`src/rtl/program_loader_pkg.sv`:
```
// Shared definitions for the serial program loader: the FSM state encoding,
// the frame sync byte and the default sizing parameters.
// No ports (package).
package program_loader_pkg;

    localparam int unsigned DEFAULT_L     = 16;
    localparam int unsigned DEFAULT_DEPTH = 256;
    localparam int unsigned DEFAULT_AW    = 8;

    localparam logic [7:0] SYNC_BYTE = 8'hA5;

    typedef enum logic [2:0] {
        S_IDLE,
        S_LEN_HI,
        S_LEN_LO,
        S_DATA_HI,
        S_DATA_LO,
        S_CHECK,
        S_DONE,
        S_ERROR
    } state_t;

    // States in which the loader is willing to take a byte from the stream.
    function automatic logic accepts_bytes(input state_t s);
        case (s)
            S_IDLE, S_LEN_HI, S_LEN_LO, S_DATA_HI, S_DATA_LO, S_CHECK: return 1'b1;
            default: return 1'b0;
        endcase
    endfunction

endpackage

```
`src/rtl/program_loader_if.sv`:
```
// Byte-stream input and instruction-memory write port of the program loader.
//   InValid/InData/InReady : byte stream, transfer on InValid && InReady
//   MemWrEn/MemAddr/MemData: instruction-memory write port
// Modports: master = stream source / memory side, slave = the loader.
interface program_loader_if
    import program_loader_pkg::*;
#(
    parameter int l  = DEFAULT_L,
    parameter int aw = DEFAULT_AW
) ();

    logic          InValid;
    logic [7:0]    InData;
    logic          InReady;
    logic          MemWrEn;
    logic [aw-1:0] MemAddr;
    logic [l-1:0]  MemData;

    modport master (
        output InValid, InData,
        input  InReady, MemWrEn, MemAddr, MemData
    );

    modport slave (
        input  InValid, InData,
        output InReady, MemWrEn, MemAddr, MemData
    );

endinterface

```
`src/rtl/loader_checksum.sv`:
```
// XOR accumulator for the loader frame checksum.
//   Clk, ResetN : clock, synchronous active-low reset
//   clear       : restart accumulation (start of a new frame)
//   byte_en     : fold data into the accumulator this cycle
//   data        : byte to fold in
//   expected    : received checksum byte to compare against
//   match       : accumulator equals expected
module loader_checksum (
    input  logic       Clk,
    input  logic       ResetN,
    input  logic       clear,
    input  logic       byte_en,
    input  logic [7:0] data,
    input  logic [7:0] expected,
    output logic       match
);

    logic [7:0] acc;

    always_ff @(posedge Clk) begin
        if (!ResetN) begin
            acc <= 8'h00;
        end else if (clear) begin
            acc <= 8'h00;
        end else if (byte_en) begin
            acc <= acc ^ data;
        end
    end

    assign match = (acc == expected);

endmodule

```
`src/rtl/program_loader.sv`:
```
// Serial program loader: parses framed bytes (sync, 16-bit word count, words
// high byte first, XOR checksum) and writes the words into instruction memory,
// holding the CPU until a frame with a good checksum has been loaded.
//   Clk, ResetN : clock, synchronous active-low reset
//   Start       : re-arm pulse, honoured only in DONE
//   CpuHold     : holds the CPU PC at 0 while high
//   Done        : program loaded with a good checksum
//   Error       : last frame rejected
//   bus         : byte stream in, instruction-memory write port out
module program_loader
    import program_loader_pkg::*;
#(
    parameter int l     = DEFAULT_L,
    parameter int Depth = DEFAULT_DEPTH,
    parameter int aw    = DEFAULT_AW
) (
    input  logic              Clk,
    input  logic              ResetN,
    input  logic              Start,
    output logic              CpuHold,
    output logic              Done,
    output logic              Error,
    program_loader_if.slave   bus
);

    localparam logic [15:0] DEPTH_LIMIT = 16'(Depth);
    localparam logic [aw:0] ONE         = (aw+1)'(1);

    state_t        state, state_next;
    logic          in_ready;
    logic          accepted;
    logic          sync_seen;
    logic [7:0]    len_hi;
    logic [7:0]    data_hi;
    logic [15:0]   frame_len;
    logic          len_bad;
    // One bit wider than the address so a full-depth program does not wrap.
    logic [aw:0]   word_count;
    logic [aw:0]   word_idx;
    logic [aw:0]   word_idx_inc;
    logic          last_word;
    logic          cs_byte_en;
    logic          cs_match;

    assign accepted     = bus.InValid && in_ready;
    assign sync_seen    = accepted && (state == S_IDLE) && (bus.InData == SYNC_BYTE);
    assign frame_len    = {len_hi, bus.InData};
    assign len_bad      = (frame_len == 16'h0000) || (frame_len > DEPTH_LIMIT);
    assign word_idx_inc = word_idx + ONE;
    assign last_word    = (word_idx_inc == word_count);
    assign cs_byte_en   = accepted && ((state == S_LEN_HI) || (state == S_LEN_LO) ||
                                       (state == S_DATA_HI) || (state == S_DATA_LO));

    loader_checksum u_checksum (
        .Clk      (Clk),
        .ResetN   (ResetN),
        .clear    (sync_seen),
        .byte_en  (cs_byte_en),
        .data     (bus.InData),
        .expected (bus.InData),
        .match    (cs_match)
    );

    // State register.
    always_ff @(posedge Clk) begin
        if (!ResetN) begin
            state <= S_IDLE;
        end else begin
            state <= state_next;
        end
    end

    // Next-state logic; every byte-consuming state waits for a handshake,
    // so a deasserted InValid simply holds the current state.
    always_comb begin
        state_next = state;
        case (state)
            S_IDLE:    if (sync_seen) state_next = S_LEN_HI;
            S_LEN_HI:  if (accepted)  state_next = S_LEN_LO;
            S_LEN_LO:  if (accepted)  state_next = len_bad ? S_ERROR : S_DATA_HI;
            S_DATA_HI: if (accepted)  state_next = S_DATA_LO;
            S_DATA_LO: if (accepted)  state_next = last_word ? S_CHECK : S_DATA_HI;
            S_CHECK:   if (accepted)  state_next = cs_match ? S_DONE : S_ERROR;
            S_DONE:    if (Start)     state_next = S_IDLE;
            S_ERROR:                  state_next = S_IDLE;
            default:                  state_next = S_IDLE;
        endcase
    end

    // Datapath: InReady is registered from the next state so it reads 0 while
    // reset is applied and rises on the first clock after reset is released.
    // The memory port only changes on a write, so address/data hold otherwise.
    always_ff @(posedge Clk) begin
        if (!ResetN) begin
            in_ready    <= 1'b0;
            bus.MemWrEn <= 1'b0;
            bus.MemAddr <= '0;
            bus.MemData <= '0;
            Error       <= 1'b0;
            len_hi      <= 8'h00;
            data_hi     <= 8'h00;
            word_count  <= '0;
            word_idx    <= '0;
        end else begin
            in_ready    <= accepts_bytes(state_next);
            bus.MemWrEn <= 1'b0;

            if (state_next == S_ERROR) begin
                Error <= 1'b1;
            end else if (sync_seen) begin
                Error <= 1'b0;
            end

            if (accepted) begin
                case (state)
                    S_IDLE:    word_idx   <= '0;
                    S_LEN_HI:  len_hi     <= bus.InData;
                    S_LEN_LO:  word_count <= frame_len[aw:0];
                    S_DATA_HI: data_hi    <= bus.InData;
                    S_DATA_LO: begin
                        bus.MemWrEn <= 1'b1;
                        bus.MemAddr <= word_idx[aw-1:0];
                        bus.MemData <= l'({data_hi, bus.InData});
                        word_idx    <= word_idx_inc;
                    end
                    default: ;
                endcase
            end
        end
    end

    assign bus.InReady = in_ready;
    assign Done        = (state == S_DONE);
    assign CpuHold     = (state != S_DONE);

endmodule
```
`src/flat_wrapper.sv`:
```
// flat-port wrapper written by rule: the top's interface ports become plain ports
module program_loader_flat import program_loader_pkg::*;
#(
    parameter int l     = DEFAULT_L,
    parameter int Depth = DEFAULT_DEPTH,
    parameter int aw    = DEFAULT_AW
)
  (Clk, ResetN, Start, CpuHold, Done, Error, bus_InValid, bus_InData, bus_InReady, bus_MemWrEn, bus_MemAddr, bus_MemData);
  program_loader_if #(.l(l), .aw(aw)) bus_i ();
  input  logic Clk;
  input  logic ResetN;
  input  logic Start;
  output logic CpuHold;
  output logic Done;
  output logic Error;
  input wire logic [$bits(bus_i.InValid)-1:0] bus_InValid;
  input wire logic [$bits(bus_i.InData)-1:0] bus_InData;
  output wire logic [$bits(bus_i.InReady)-1:0] bus_InReady;
  output wire logic [$bits(bus_i.MemWrEn)-1:0] bus_MemWrEn;
  output wire logic [$bits(bus_i.MemAddr)-1:0] bus_MemAddr;
  output wire logic [$bits(bus_i.MemData)-1:0] bus_MemData;
  assign bus_i.InValid = bus_InValid;
  assign bus_i.InData = bus_InData;
  assign bus_InReady = bus_i.InReady;
  assign bus_MemWrEn = bus_i.MemWrEn;
  assign bus_MemAddr = bus_i.MemAddr;
  assign bus_MemData = bus_i.MemData;
  program_loader #(.l(l), .Depth(Depth), .aw(aw)) u_core (.Clk(Clk), .ResetN(ResetN), .Start(Start), .CpuHold(CpuHold), .Done(Done), .Error(Error), .bus(bus_i));
endmodule
```
`config.mk`:
```
export PLATFORM = sky130hd
export DESIGN_NAME = program_loader_flat
export DESIGN_NICKNAME = d
export VERILOG_FILES = /design/src/rtl/program_loader_pkg.sv /design/src/rtl/program_loader_if.sv /design/src/rtl/loader_checksum.sv /design/src/rtl/program_loader.sv /design/src/flat_wrapper.sv
export SDC_FILE = /design/constraint.sdc
export NUM_CORES = 1
export LEC_CHECK = 0
export BUFFER_PORTS_ARGS = -buffer_cell sky130_fd_sc_hd__buf_2
export CORE_AREA = 4 4 105 107
export CTS_CLUSTER_DIAMETER = 100
export DETAILED_ROUTE_END_ITERATION = 12
export DIE_AREA = 0 0 109 111
export GPL_TIMING_DRIVEN = 1
export HOLD_SLACK_MARGIN = 0.15
export MAX_ROUTING_LAYER = met4
export PLACE_DENSITY_LB_ADDON = 0.12
export SLEW_MARGIN = 10
export SYNTH_ARGS = -nofsm -noshare
export SYNTH_HDL_FRONTEND = slang
export SYNTH_HIERARCHICAL = 1
export SYNTH_SLANG_ARGS = --single-unit
```
`constraint.sdc`:
```
create_clock -name Clk -period 3.7 [get_ports Clk]
set_input_delay 0.37 -clock Clk [delete_from_list [all_inputs] [get_ports Clk]]
set_output_delay 0.37 -clock Clk [all_outputs]
set_load 0.05 [all_outputs]
```
# ---- Yosys cells after proc, flatten, opt, wreduce, memory -nomap -nowiden
# Index checks and enable logic that the tools add are counted.
dict set report word_totals {
  regBits 72
  inputBits 12
  output_inout_bits 29
}
dict set report classes {
  add_sub_neg 1
  n_lt_le_gt_ge 1
  eq_ne 17
  n_mux 16
  bitwise 2
  reduce_logical 21
}
# op count
set ops {}
lappend ops {{$mux W3} 9}
lappend ops {{$pmux W3 S8} 1}
lappend ops {{$eq A3 B3 Y1 const B} 7}
lappend ops {{$pmux W9 S2} 1}
lappend ops {{$gt A16 B9 Y1 const B} 1}
lappend ops {{$logic_not A16 Y1} 1}
lappend ops {{$eq A3 B2 Y1 const B} 4}
lappend ops {{$reduce_and A2 Y1} 6}
lappend ops {{$add A9 B1 Y9 const B} 1}
lappend ops {{$eq A9 B9 Y1} 1}
lappend ops {{$eq A8 B8 Y1} 1}
lappend ops {{$eq A8 B8 Y1 const B} 1}
lappend ops {{$xor A8 B8 Y8} 1}
lappend ops {{$eq A3 B1 Y1 const B} 2}
lappend ops {{$logic_not A3 Y1} 2}
lappend ops {{$reduce_or A6 Y1} 1}
lappend ops {{$mux W1} 5}
lappend ops {{$logic_and A1 B1 Y1} 4}
lappend ops {{$logic_or A1 B1 Y1} 4}
lappend ops {{$reduce_bool A2 Y1} 2}
lappend ops {{$ne A3 B3 Y1 const B} 1}
lappend ops {{$reduce_or A2 Y1} 1}
lappend ops {{$not A1 Y1} 1}

# ---- Longest topological paths before layout
# Gate-level depths: netlist of the first run.
dict set report depth {
  word_depth 8
  mapped_depth 9
}

# ---- Modules after synthesis
# The synthesis of the first run kept the hierarchy.
# mod instances cells_per_inst area_per_inst_um2 seq_area_each_um2
set by_module_without_submodules {}
lappend by_module_without_submodules {program_loader 1 339 2756.4 1281.2}
lappend by_module_without_submodules {loader_checksum 1 46 397.9 160.2}

# ---- Worst setup path after synthesis of the first run
# OpenSTA, ideal clock, no wires.
dict set report synth_path {
  path_kind {reg-to-reg}
  from {register u_core.word_idx[0]}
  to {register u_core.state[1]}
  arrival_time_ns 1.936
  setup_slack_ns 1.634
  path_stages_with_launch 8
  synth_period_minus_slack_ns 2.066
  cell_sequence {dfxtp_1 -> ha_1 -> nand3_2 -> or3_1 -> a2111oi_2 -> o211ai_1 -> o21ai_0 -> a31oi_1}
}
dict set report synth_via {
  elab_chain_len 5
}
# element line
set synth_lines {}
lappend synth_lines {{start: declaration} program_loader.sv:39} ;# logic [aw:0] word_idx;
lappend synth_lines {{start signal: assignment} program_loader.sv:124} ;# word_idx <= word_idx_inc;
lappend synth_lines {{$add A9 B1 Y9} program_loader.sv:49} ;# assign word_idx_inc = word_idx + ONE;
lappend synth_lines {{$eq A9 B9 Y1} program_loader.sv:50} ;# assign last_word = (word_idx_inc == word_count);
lappend synth_lines {{$mux W3 (2 in series)} program_loader.sv:82} ;# S_DATA_LO: if (accepted) state_next = last_word ? S_CHECK : S_DATA_HI;
lappend synth_lines {{$pmux W3 S8} program_loader.sv:77} ;# case (state)
lappend synth_lines {{end signal: assignment} program_loader.sv:69} ;# state <= state_next;
lappend synth_lines {{end: declaration} program_loader.sv:29} ;# state_t state, state_next;
# No other way between the ends.
# A chain may end at the register's enable or synchronous reset.

# ---- Worst setup path in the final report of the first run
# Same ends and word-level chain as after synthesis.

==> flow_summary.yaml, run 1 <==
clock_tree:
  clkSinkCount: 72
  cts_buffers: 9
  cts_resized: 0
  insertion_delay_ps: 340
  cts_tree: "built"
  clk_pin_slew_ps: 80
  cts_root_buffer: "clkbuf_8"
  postCtsHoldBufs: 0
  clockBufferDepth: 2
  htreeDepth: 3
  postCtsSetupBuffers: 0
min_path:
  hold_path_depth: 2
  hold_path.class: "in2reg"
  hold_path_end: "u_core/bus.InReady"
  min_from: "ResetN"
detailed_routing:
  drc_errors: 0
  wirelength_microns: 8040
  firstDrtPassIters: 4
  viasPerCell: 4.80
  routedWlPerCell_microns: 14.5
  drt_iter0_markers: 136
  routed-via-count: 2671
  drtAntennaViolNets: 0
floorplanning:
  num_rows: 37
  die_w_microns: 109
  dieArea_sq_mm: 0.0121
  coreArea_sq_mm: 0.0101
  io_pins: 41
  floorplan.initialDensity_pct: 31.1
  die_h_microns: 111
yosys:
  yosysTopAreaCell: "dfxtp_1"
  synthesis.area_sq_mm: 0.00315
  yosysTopAreaCellShare_pct: 45.7
  synth_edf_count: 0
  seq_area_frac_synth_pct: 45.7
  synth_flop_cell: "dfxtp_1"
  synth_area_leaders: "dfxtp_1 (46%), nand2_1 (9.4%), a21oi_1 (6.0%), mux2i_1 (5.4%), nor2_1 (5.0%)"
  synth_warnings: 6
  syn_nets: 398
  synth_cell_type_count: 47
  async_flop_share_pct: 0
  synthCells: 385
  synth.avg_cell_area_sq_um: 8.19
  synth-seq-cells: 72
sta:
  fmax_mhz: 434
  max_slew.worst_pin.slew_ps: 994
  fin_crit_sh_pct: 62.2
  slew_headroom_pct: 33.2
  finClkSkew_ps: 9.41
  final.setup.tns_ps: 0
  slew_violations: 0
  setup_violations: 0
  rsz0062_at_grt: "no"
  hold_viol: 0
  period_needed_ps: 2300
global_route:
  grt_usage_pct: 14.4
  grt_pass1_wl_microns: 13300
  antenna_found_initial: 0
  grt_pass1_vias: 2579
  gr-max-usage-layer: "met2"
  grt_overflow_total: 0
  grt_max_degree: 54
  use_met1_pct: 19.2
  grt_util_met2_pct: 21.8
  gr-usage-met3_pct: 3.15
status:
  status: "completed"
flow_run:
  maxCapViolCount: 0
place:
  dp_hpwl_microns: 5330
  gp_congestion: 0.767
  dpl.cell_count: 540
  numPortBuffers: 40
critical_path:
  r2r_cells: 7
  required_ps: 3880
  path_class: "reg2reg"
  r2r-end: "u_core/state[1]"
  critical_path.slowest_cell: "dfxtp_1"
  crit_path_cell_trace: "ha_1 > nand3_2 > or3_1 > a2111oi_2 > o211ai_1 > o21ai_0 > a31oi_1"
  critPathMaxFanout: 8
  cp_top_family: "compound AO/OA/AOI/OAI gates"
  critPathCaptureType: "flip-flop"
  slowest_delay_ps: 470
  critPathBufInv: 0
  r2r_slack_ps: 1400
  crit_arrival_ps: 2490
  r2r-start: "u_core/word_idx[0]"
  worstSetupStartpointType: "flip-flop"
layout:
  final_cell_mix: "nand2_1 (79), dfxtp_1 (72), nor2_1 (42)"
  synthToLayoutAreaGrowth_pct: 14.3
  fillers: 1081
  layout-drive-gt1-share_pct: 15.5
  final_cells: 556
  final_common_cell: "nand2_1"
  diodes: 0
  fin_nets: 428
pwr:
  ir_drop_uv: 184
  power_density_mw_per_mm2: 383
  p_leak_nw: 1.36
  finalPower_mw: 1.38
==> synth_stat cells (all sizes together) (7+ instances only) <==
cell type / n
nand2: 79
dfxtp: 72
nand3: 7
mux2i: 17
o21ai: 23
xor2: 13
clkbuf: 18
a21oi: 38
xnor2: 14
nor2: 43
==> metal layers <==
metal	vias up	share of wire, %
met2	35	46
met4	0	0.67
li1	1365	-
met1	1267	50
met3	4	2.8
met5	-	0
==> worst reg2reg max path, stage by stage, from the launching register on <==
cell,delay [ps]
dfxtp_1,470
ha_1,320
nand3_2,170
or3_1,400
a2111oi_2,360
o211ai_1,170
o21ai_0,170
a31oi_1,90
==> stage by stage <==
step           instance area, sq um  setup slack (ps)  util (%)  hold slack (ps)
2_1_floorplan                  3150              1630         -              432
3_3_place_gp                   3430              1440      33.9              438
3_5_place_dp                   3430              1410      33.9              446
4_1_cts                        3600              1380      35.6              339
5_1_grt                        3600              1200      35.6              345
6_report                       3600              1400      35.6              357
==> flip-flops by register name (all words and copies together) (netlist names) <==
signal and cells:
u_core/state 3, u_core/bus.MemAddr 8, u_core/u_checksum/acc 8, u_core/data_hi 8
u_core/bus.MemWrEn 1, u_core/word_idx 9, u_core/word_count 9, u_core/len_hi 8
u_core/bus.InReady 1, u_core/Error 1, u_core/bus.MemData 16
==> logic make-up (layout without fill, tap and decap cells) <==
group           Yosys count  count (layout)  share of synthesized area (%)
simple gates            162             162                           23.0
compound gates           78              78                           14.1
flops                    72              72                           45.7
buf+inv                  28              63                           3.97
xor+xnor                 27              27                           7.50
mux                      17              17                           5.39
fa+ha+maj                 1               1                          0.397
==> layout make-up <==
cell class / instances / area (sq um) / share of cell area (%)
clock buffers: 10 / 128 / 3.54
well taps: 136 / 170 / 4.72
repair buffers: 42 / 215 / 5.97
flip-flops and latches: 72 / 1440 / 40.0
multi-input cells: 285 / 1590 / 44.0
inverters: 5 / 18.8 / 0.521
clock inverters: 6 / 43.8 / 1.21
==> worst max path at each step <==
stage                             startpoint               to  depth (start not counted)
after global routing      u_core/word_idx[0]  u_core/state[1]                          7
after detailed placement  u_core/word_idx[0]  u_core/state[1]                          7
after floorplan           u_core/word_idx[0]  u_core/state[1]                          7
final                     u_core/word_idx[0]  u_core/state[1]                          7
after global placement    u_core/word_idx[0]  u_core/state[1]                          7
after CTS                 u_core/word_idx[0]  u_core/state[1]                          7
==> power by group <==
group / internal, mW / leakage (nW) / switching, mW
Sequential: 0.775 / 0.580 / 0.00100
Clock: 0.246 / 0.0866 / 0.306
Combinational: 0.0131 / 0.695 / 0.0391
Total: 1.03 / 1.36 / 0.347
Note: power is estimated with default switching activity, not from simulation.
==> run 2, diff against run 1 <==
--- a/config.mk
+++ b/config.mk
@@ -5,11 +5,12 @@
 export SDC_FILE = /design/constraint.sdc
 export NUM_CORES = 1
 export LEC_CHECK = 0
+export ABC_AREA = 1
 export BUFFER_PORTS_ARGS = -buffer_cell sky130_fd_sc_hd__buf_2
-export CORE_AREA = 4 4 105 107
+export CORE_AREA = 4 4 107 109
 export CTS_CLUSTER_DIAMETER = 100
 export DETAILED_ROUTE_END_ITERATION = 12
-export DIE_AREA = 0 0 109 111
+export DIE_AREA = 0 0 111 113
 export GPL_TIMING_DRIVEN = 1
 export HOLD_SLACK_MARGIN = 0.15
 export MAX_ROUTING_LAYER = met4
==> constraint.sdc (replaced) <==
create_clock -name Clk -period 2.2 [get_ports Clk]
set_input_delay 0.22 -clock Clk [delete_from_list [all_inputs] [get_ports Clk]]
set_output_delay 0.22 -clock Clk [all_outputs]
set_load 0.05 [all_outputs]
==> run 2 against run 1 <==
Die area up 3.7%. Sequential share of layout area down 2.6 points. Combinational power rose to 5.6 times the previous value. Flip-flop and latch count unchanged. Global-route usage up 0.13 points. First-iteration DRC count up 5.9%. Maximum frequency up 23%. Synthesized cell count up 18%. Cell count up 15%. Critical endpoint unchanged.
==> flow_summary.yaml, run 2 <==
sta:
  finClkSkew_ps: 7.84
  slew_violations: 0
  period_needed_ps: 1870
  fmax_mhz: 534
  max_slew.worst_pin.slew_ps: 498
  setup_violations: 0
  slew_headroom_pct: 66.8
  hold_viol: 0
  final.setup.tns_ps: 0
  fin_crit_sh_pct: 85.1
  rsz0062_at_grt: "no"
place:
  dp_hpwl_microns: 6000
  gp_congestion: 0.873
  numPortBuffers: 40
yosys:
  yosysTopAreaCellShare_pct: 43.5
  synth_flop_cell: "dfxtp_1"
  synth_area_leaders: "dfxtp_1 (43%), nand2_1 (8.4%), o21ai_0 (7.8%), nor2_1 (6.6%), a21oi_1 (5.9%)"
  syn_nets: 466
  synthesis.area_sq_mm: 0.00332
  synthCells: 453
  seq_area_frac_synth_pct: 43.5
  synth.most_common_cell: "nand2_1"
  synth-seq-cells: 72
  synth_edf_count: 0
  yosysTopAreaCell: "dfxtp_1"
  ys_top_cells_by_count: "nand2_1 (74), dfxtp_1 (72), nor2_1 (58)"
  synth_cell_type_count: 39
  async_flop_share_pct: 0
  synth.avg_cell_area_sq_um: 7.32
  synth_warnings: 6
min_path:
  hold_path_depth: 3
  min_from: "bus_InData[0]"
  hold_path.class: "in2reg"
  hold_path_end: "u_core/u_checksum/acc[0]"
floorplanning:
  coreArea_sq_mm: 0.0106
  floorplan.initialDensity_pct: 31.3
  die_w_microns: 111
  die_h_microns: 113
  num_rows: 38
  io_pins: 41
  dieArea_sq_mm: 0.0125
critical_path:
  required_ps: 2450
  crit_path_cell_trace: "ha_1 > nand3_2 > clkinv_1 > nand2_1 > nand2_1 > and2_4 > nor2_2 > nor2_2 > nand3_2 > nand2_1 > a21oi_2 > and2_1"
  critPathCaptureType: "flip-flop"
  critical_path.slowest_cell: "dfxtp_1"
  slowest_delay_ps: 450
  worstSetupStartpointType: "flip-flop"
  r2r_cells: 12
  r2r-start: "u_core/word_idx[0]"
  critPathMaxFanout: 6
  cp_common_cell: "nand2_1"
  path_class: "reg2reg"
  crit_arrival_ps: 2120
  r2r-end: "u_core/state[1]"
  r2r_slack_ps: 330
pwr:
  power.switching_mw: 0.812
  p_leak_nw: 1.69
  finalPower_mw: 2.77
  switching_share_pct: 29.3
  clkPwrFrac_pct: 40.3
  p_int_mw: 1.96
  seqPwrFrac_pct: 49.2
  power_density_mw_per_mm2: 719
  ir_drop_uv: 297
  pwr-share-comb_pct: 10.6
clock_tree:
  cts_buffers: 9
  postCtsHoldBufs: 0
  cts_root_buffer: "clkbuf_8"
  cts_tree: "built"
  clockBufferDepth: 2
  htreeDepth: 3
  clk_pin_slew_ps: 90
  postCtsSetupBuffers: 0
  insertion_delay_ps: 350
  clkSinkCount: 72
  cts_resized: 0
layout:
  reg.largest.list: "u_core/bus.MemData: 16 flops, u_core/word_count: 9 flops, u_core/word_idx: 9 flops"
  layout-drive-gt1-share_pct: 20.5
  fillers: 1145
  synthToLayoutAreaGrowth_pct: 16.2
  final_util_pct: 36.3
  diodes: 0
  final_cell_mix: "nand2_1 (74), dfxtp_1 (72), nor2_1 (57)"
  fin_nets: 506
  final_common_cell: "nand2_1"
  top_register: "u_core/bus.MemData"
  largest_reg_flops: 16
detailed_routing:
  viasPerCell: 4.73
  firstDrtPassIters: 4
  drtAntennaViolNets: 0
  routed-via-count: 3015
  routedWlPerCell_microns: 13.6
  wirelength_microns: 8650
  drc_errors: 0
  drt_iter0_markers: 144
status:
  status: "completed"
global_route:
  grt_pass1_wl_microns: 14300
  antenna_found_initial: 0
  grt_usage_pct: 14.6
  grt_max_degree: 56
  grt_overflow_total: 0
  grt_pass1_vias: 2848
flow_run:
  maxCapViolCount: 0
[run 2: cell types whose count changed after synthesis, sizes merged, moves of 6 or more]
cell,before,now
nand3,7,25
mux2i,17,0
nor3,5,11
inv,5,51
nor2,43,71
xnor2,14,1
xor2,13,2
o21ai,23,53
a21oi,38,45
clkbuf,18,12
[run 2: per-layer routing]
layer	routed length, microns	global-route usage (%)	vias to the layer above
met5	0	-	-
met4	44	4.43	0
met3	238	2.41	4
met2	4080	22.8	55
met1	4290	19.5	1392
li1	-	-	1564
[run 2: critical path: cells and delay by family, from the launching register on]
kind	cells	cell delay (ps)
buffers and inverters	1	100
AOI/OAI and AO/OA	1	70
and+or+nand+nor	9	870
DFF	1	450
adders and majority gates	1	280
[run 2: cell families (layout without fill, tap and decap cells)]
family	Yosys count	count (layout)	share of synthesized area (%)
fa+ha+maj	1	1	0.377
xor+xnor	3	3	0.793
buf+inv	71	116	9.02
flops	72	72	43.5
simple gates	198	198	28.3
compound gates	108	108	18.0
[run 2: layout make-up]
cell class / instances / area (sq um) / share of cell area (%)
Multi-Input combinational cell: 310 / 1580 / 40.9
Sequential cell: 72 / 1440 / 37.4
Timing Repair Buffer: 46 / 245 / 6.36
Inverter: 54 / 206 / 5.36
Tap cell: 140 / 175 / 4.55
Clock buffer: 9 / 124 / 3.21
Clock inverter: 7 / 83.8 / 2.18
[run 2: how the worst max path moves through the flow]
| stage | start | to | slack, ps | cells past startpoint |
|---|---|---|---|---|
| after floorplan | u_core/bus.InReady | u_core/u_checksum/acc[1] | 220 | 12 |
| after global placement | u_core/word_idx[0] | u_core/state[1] | 380 | 13 |
| after detailed placement | u_core/word_idx[0] | u_core/state[1] | 350 | 13 |
| after CTS | u_core/word_idx[0] | u_core/state[1] | 340 | 12 |
| after global routing | u_core/state[2] | u_core/u_checksum/acc[4] | 100 | 8 |
| final | u_core/word_idx[0] | u_core/state[1] | 330 | 12 |
[run 2: stage by stage]
stage               instances  area [sq um]  setup slack (ps)  hold slack (ps)
CTS                       638          3850               342              217
finish                    638          3850               329              235
global placement          622          3650               380              472
floorplan                 453          3320               217              355
detailed placement        622          3650               347              472
global route              638          3850              99.0              256
[run 2: power groups by stage]
stage	Clock (mW)	Combinational, mW	Sequential, mW
final	1.12	0.293	1.36
after global routing	1.22	0.327	1.37
after CTS	1.15	0.297	1.36
after detailed placement	0	0.296	1.39
after global placement	0	0.295	1.39
after floorplan	0	0.168	1.43
==> run 3, diff against run 2 <==
--- a/config.mk
+++ b/config.mk
@@ -15,6 +15,7 @@
 export HOLD_SLACK_MARGIN = 0.15
 export MAX_ROUTING_LAYER = met4
 export PLACE_DENSITY_LB_ADDON = 0.12
+export RECOVER_POWER = 50
 export SLEW_MARGIN = 10
 export SYNTH_ARGS = -nofsm -noshare
 export SYNTH_HDL_FRONTEND = slang
==> constraint.sdc (replaced) <==
create_clock -name Clk -period 1.64 [get_ports Clk]
set_input_delay 0.164 -clock Clk [delete_from_list [all_inputs] [get_ports Clk]]
set_output_delay 0.164 -clock Clk [all_outputs]
set_load 0.05 [all_outputs]
==> run 3 against run 2 <==
Total power rose by 28%. Clock skew rose by 6.3 ps. Wire length rose by 3.1%. Highest routed layer unchanged.
==> flow_summary.yaml, run 3 (synthesized netlist as in run 2, its figures left out) <==
status:
  status: "completed"
detailed_routing:
  drtAntennaViolNets: 0
  viasPerCell: 4.63
  routed-via-count: 3084
  routedWlPerCell_microns: 13.4
  wirelength_microns: 8920
  firstDrtPassIters: 4
  drt_iter0_markers: 142
  drc_errors: 0
critical_path:
  crit_arrival_ps: 1900
  critPathMaxFanout: 4
  critPathBufInv: 0
  slowest_delay_ps: 430
  crit_path_cell_trace: "nand2_2 > nor2_4 > nand2_1 > and2_4 > nor2_2 > nor2_2 > nand3_2 > nand2_1 > a21oi_2 > nand3_1 > nand2_1"
  cp_common_cell: "nand2_1"
  critical_path.slowest_cell: "dfxtp_1"
  path_class: "reg2reg"
  critPathCaptureType: "flip-flop"
  worstSetupStartpointType: "flip-flop"
  required_ps: 1920
  cp_top_family: "simple AND/OR/NAND/NOR gates"
clock_tree:
  insertion_delay_ps: 350
  clkSinkCount: 72
  cts_root_buffer: "clkbuf_8"
  cts_tree: "built"
  clockBufferDepth: 2
  cts_buffers: 9
  clk_pin_slew_ps: 90
  htreeDepth: 3
sta:
  hold_viol: 0
  max_slew.worst_pin.slew_ps: 624
  fmax_mhz: 618
  fin_crit_sh_pct: 98.6
  period_needed_ps: 1620
  worst_slack_ps: 23.2
  rsz0062_at_grt: "yes"
  slew_violations: 0
  setup_violations: 0
  finClkSkew_ps: 14.1
  slew_headroom_pct: 58.6
  hold_slack_ps: 177
place:
  post-place-ws_ps: -34.6
  numPortBuffers: 40
  gp_congestion: 0.874
  dp_hpwl_microns: 6320
  dpl.cell_count: 644
layout:
  fillers: 1131
  reg.largest.list: "u_core/bus.MemData: 16 flops, u_core/word_count: 9 flops, u_core/word_idx: 9 flops"
  final_common_cell: "nand2_1"
  multi_input_area_sq_mm: 0.00167
  top_register: "u_core/bus.MemData"
  seq_area_sq_mm: 0.00146
  fin_nets: 534
  synthToLayoutAreaGrowth_pct: 24.5
  final_cells: 666
  largest_reg_flops: 16
  layout-drive-gt1-share_pct: 23.6
  final_cell_mix: "nand2_1 (66), dfxtp_1 (65), nor2_1 (56)"
  diodes: 0
pwr:
  p_leak_nw: 1.70
  power_density_mw_per_mm2: 860
  ir_drop_uv: 463
global_route:
  grt_usage_pct: 14.9
  grt_overflow_total: 0
  grt_max_degree: 37
  grt_pass1_wl_microns: 14800
  antenna_found_initial: 0
  grt_pass1_vias: 2944
min_path:
  hold_path.class: "in2reg"
floorplanning:
  coreArea_sq_mm: 0.0106
  die_h_microns: 113
  io_pins: 41
  dieArea_sq_mm: 0.0125
  num_rows: 38
  floorplan.initialDensity_pct: 31.3
  die_w_microns: 111
flow_run:
  maxCapViolCount: 0
[run 3: cell types whose count changed in the layout (fill, tap and decap cells not counted), sizes merged]
cell         change
buf              -2
dlygate4sd3      +1
bufinv           -1
clkinvlp         +2
clkbuf          +30
inv              -2
[run 3: repair_timing]
action / CTS / global route
hold buffers: 1 / 0
hold endpoints to repair: 1 / 0
setup buffers: 1 / 4
pin swaps: 2 / 7
endpoints found under the setup margin: 4 / 16
resized for setup: 11 / 20
[run 3: worst register-to-register path, cell delays in order (launching register included)]
cell,delay [ps]
dfxtp_1,430
nand2_2,140
nor2_4,180
nand2_1,110
and2_4,170
nor2_2,80
nor2_2,40
nand3_2,70
nand2_1,60
a21oi_2,150
nand3_1,80
nand2_1,60
[run 3: stage by stage]
| step | power (mW) | area [sq um] | setup TNS, ps | utilization (%) |
|---|---|---|---|---|
| 2_1_floorplan | 2.15 | 3330 | 0 | - |
| 3_3_place_gp | 2.30 | 3840 | -1.29 | 36.2 |
| 3_5_place_dp | 2.30 | 3840 | -73.1 | 36.2 |
| 4_1_cts | 3.60 | 4070 | 0 | 38.4 |
| 5_1_grt | 3.73 | 4130 | -456 | 38.9 |
| 6_report | 3.55 | 4130 | 0 | 38.9 |
[run 3: cell type report]
cell class	count	share of cell area (%)
inverter	54	5.03
clock inverter	6	1.03
tap	140	4.24
timing repair buffer	74	10.8
multi-input combinational	310	40.5
sequential	72	35.3
clock buffer	10	3.09
[run 3: path summary, 6_finish.rpt]
check / endpoint / slack, ps / cells after the start / startpoint
worst min-delay path: u_core/u_checksum/acc[0] / 180 / 3 / bus_InData[0]
worst max register to register: u_core/Error / 20 / 11 / u_core/word_idx[5]
worst min register to register: u_core/Error / 480 / 2 / u_core/Error
worst max-delay path: u_core/Error / 20 / 11 / u_core/word_idx[5]
[run 3: power breakdown]
group / internal, mW / total (mW) / switching, mW
Sequential: 1.79 / 1.82 / 0.0302
Clock: 0.554 / 1.29 / 0.734
Combinational: 0.135 / 0.441 / 0.307
[run 3: layer usage]
metal	track usage [%]	share of wire (%)	vias up
met5	-	0	-
met4	4.43	0.70	0
met3	2.57	3.4	6
met2	23.1	47	43
met1	19.9	49	1418
li1	-	-	1617
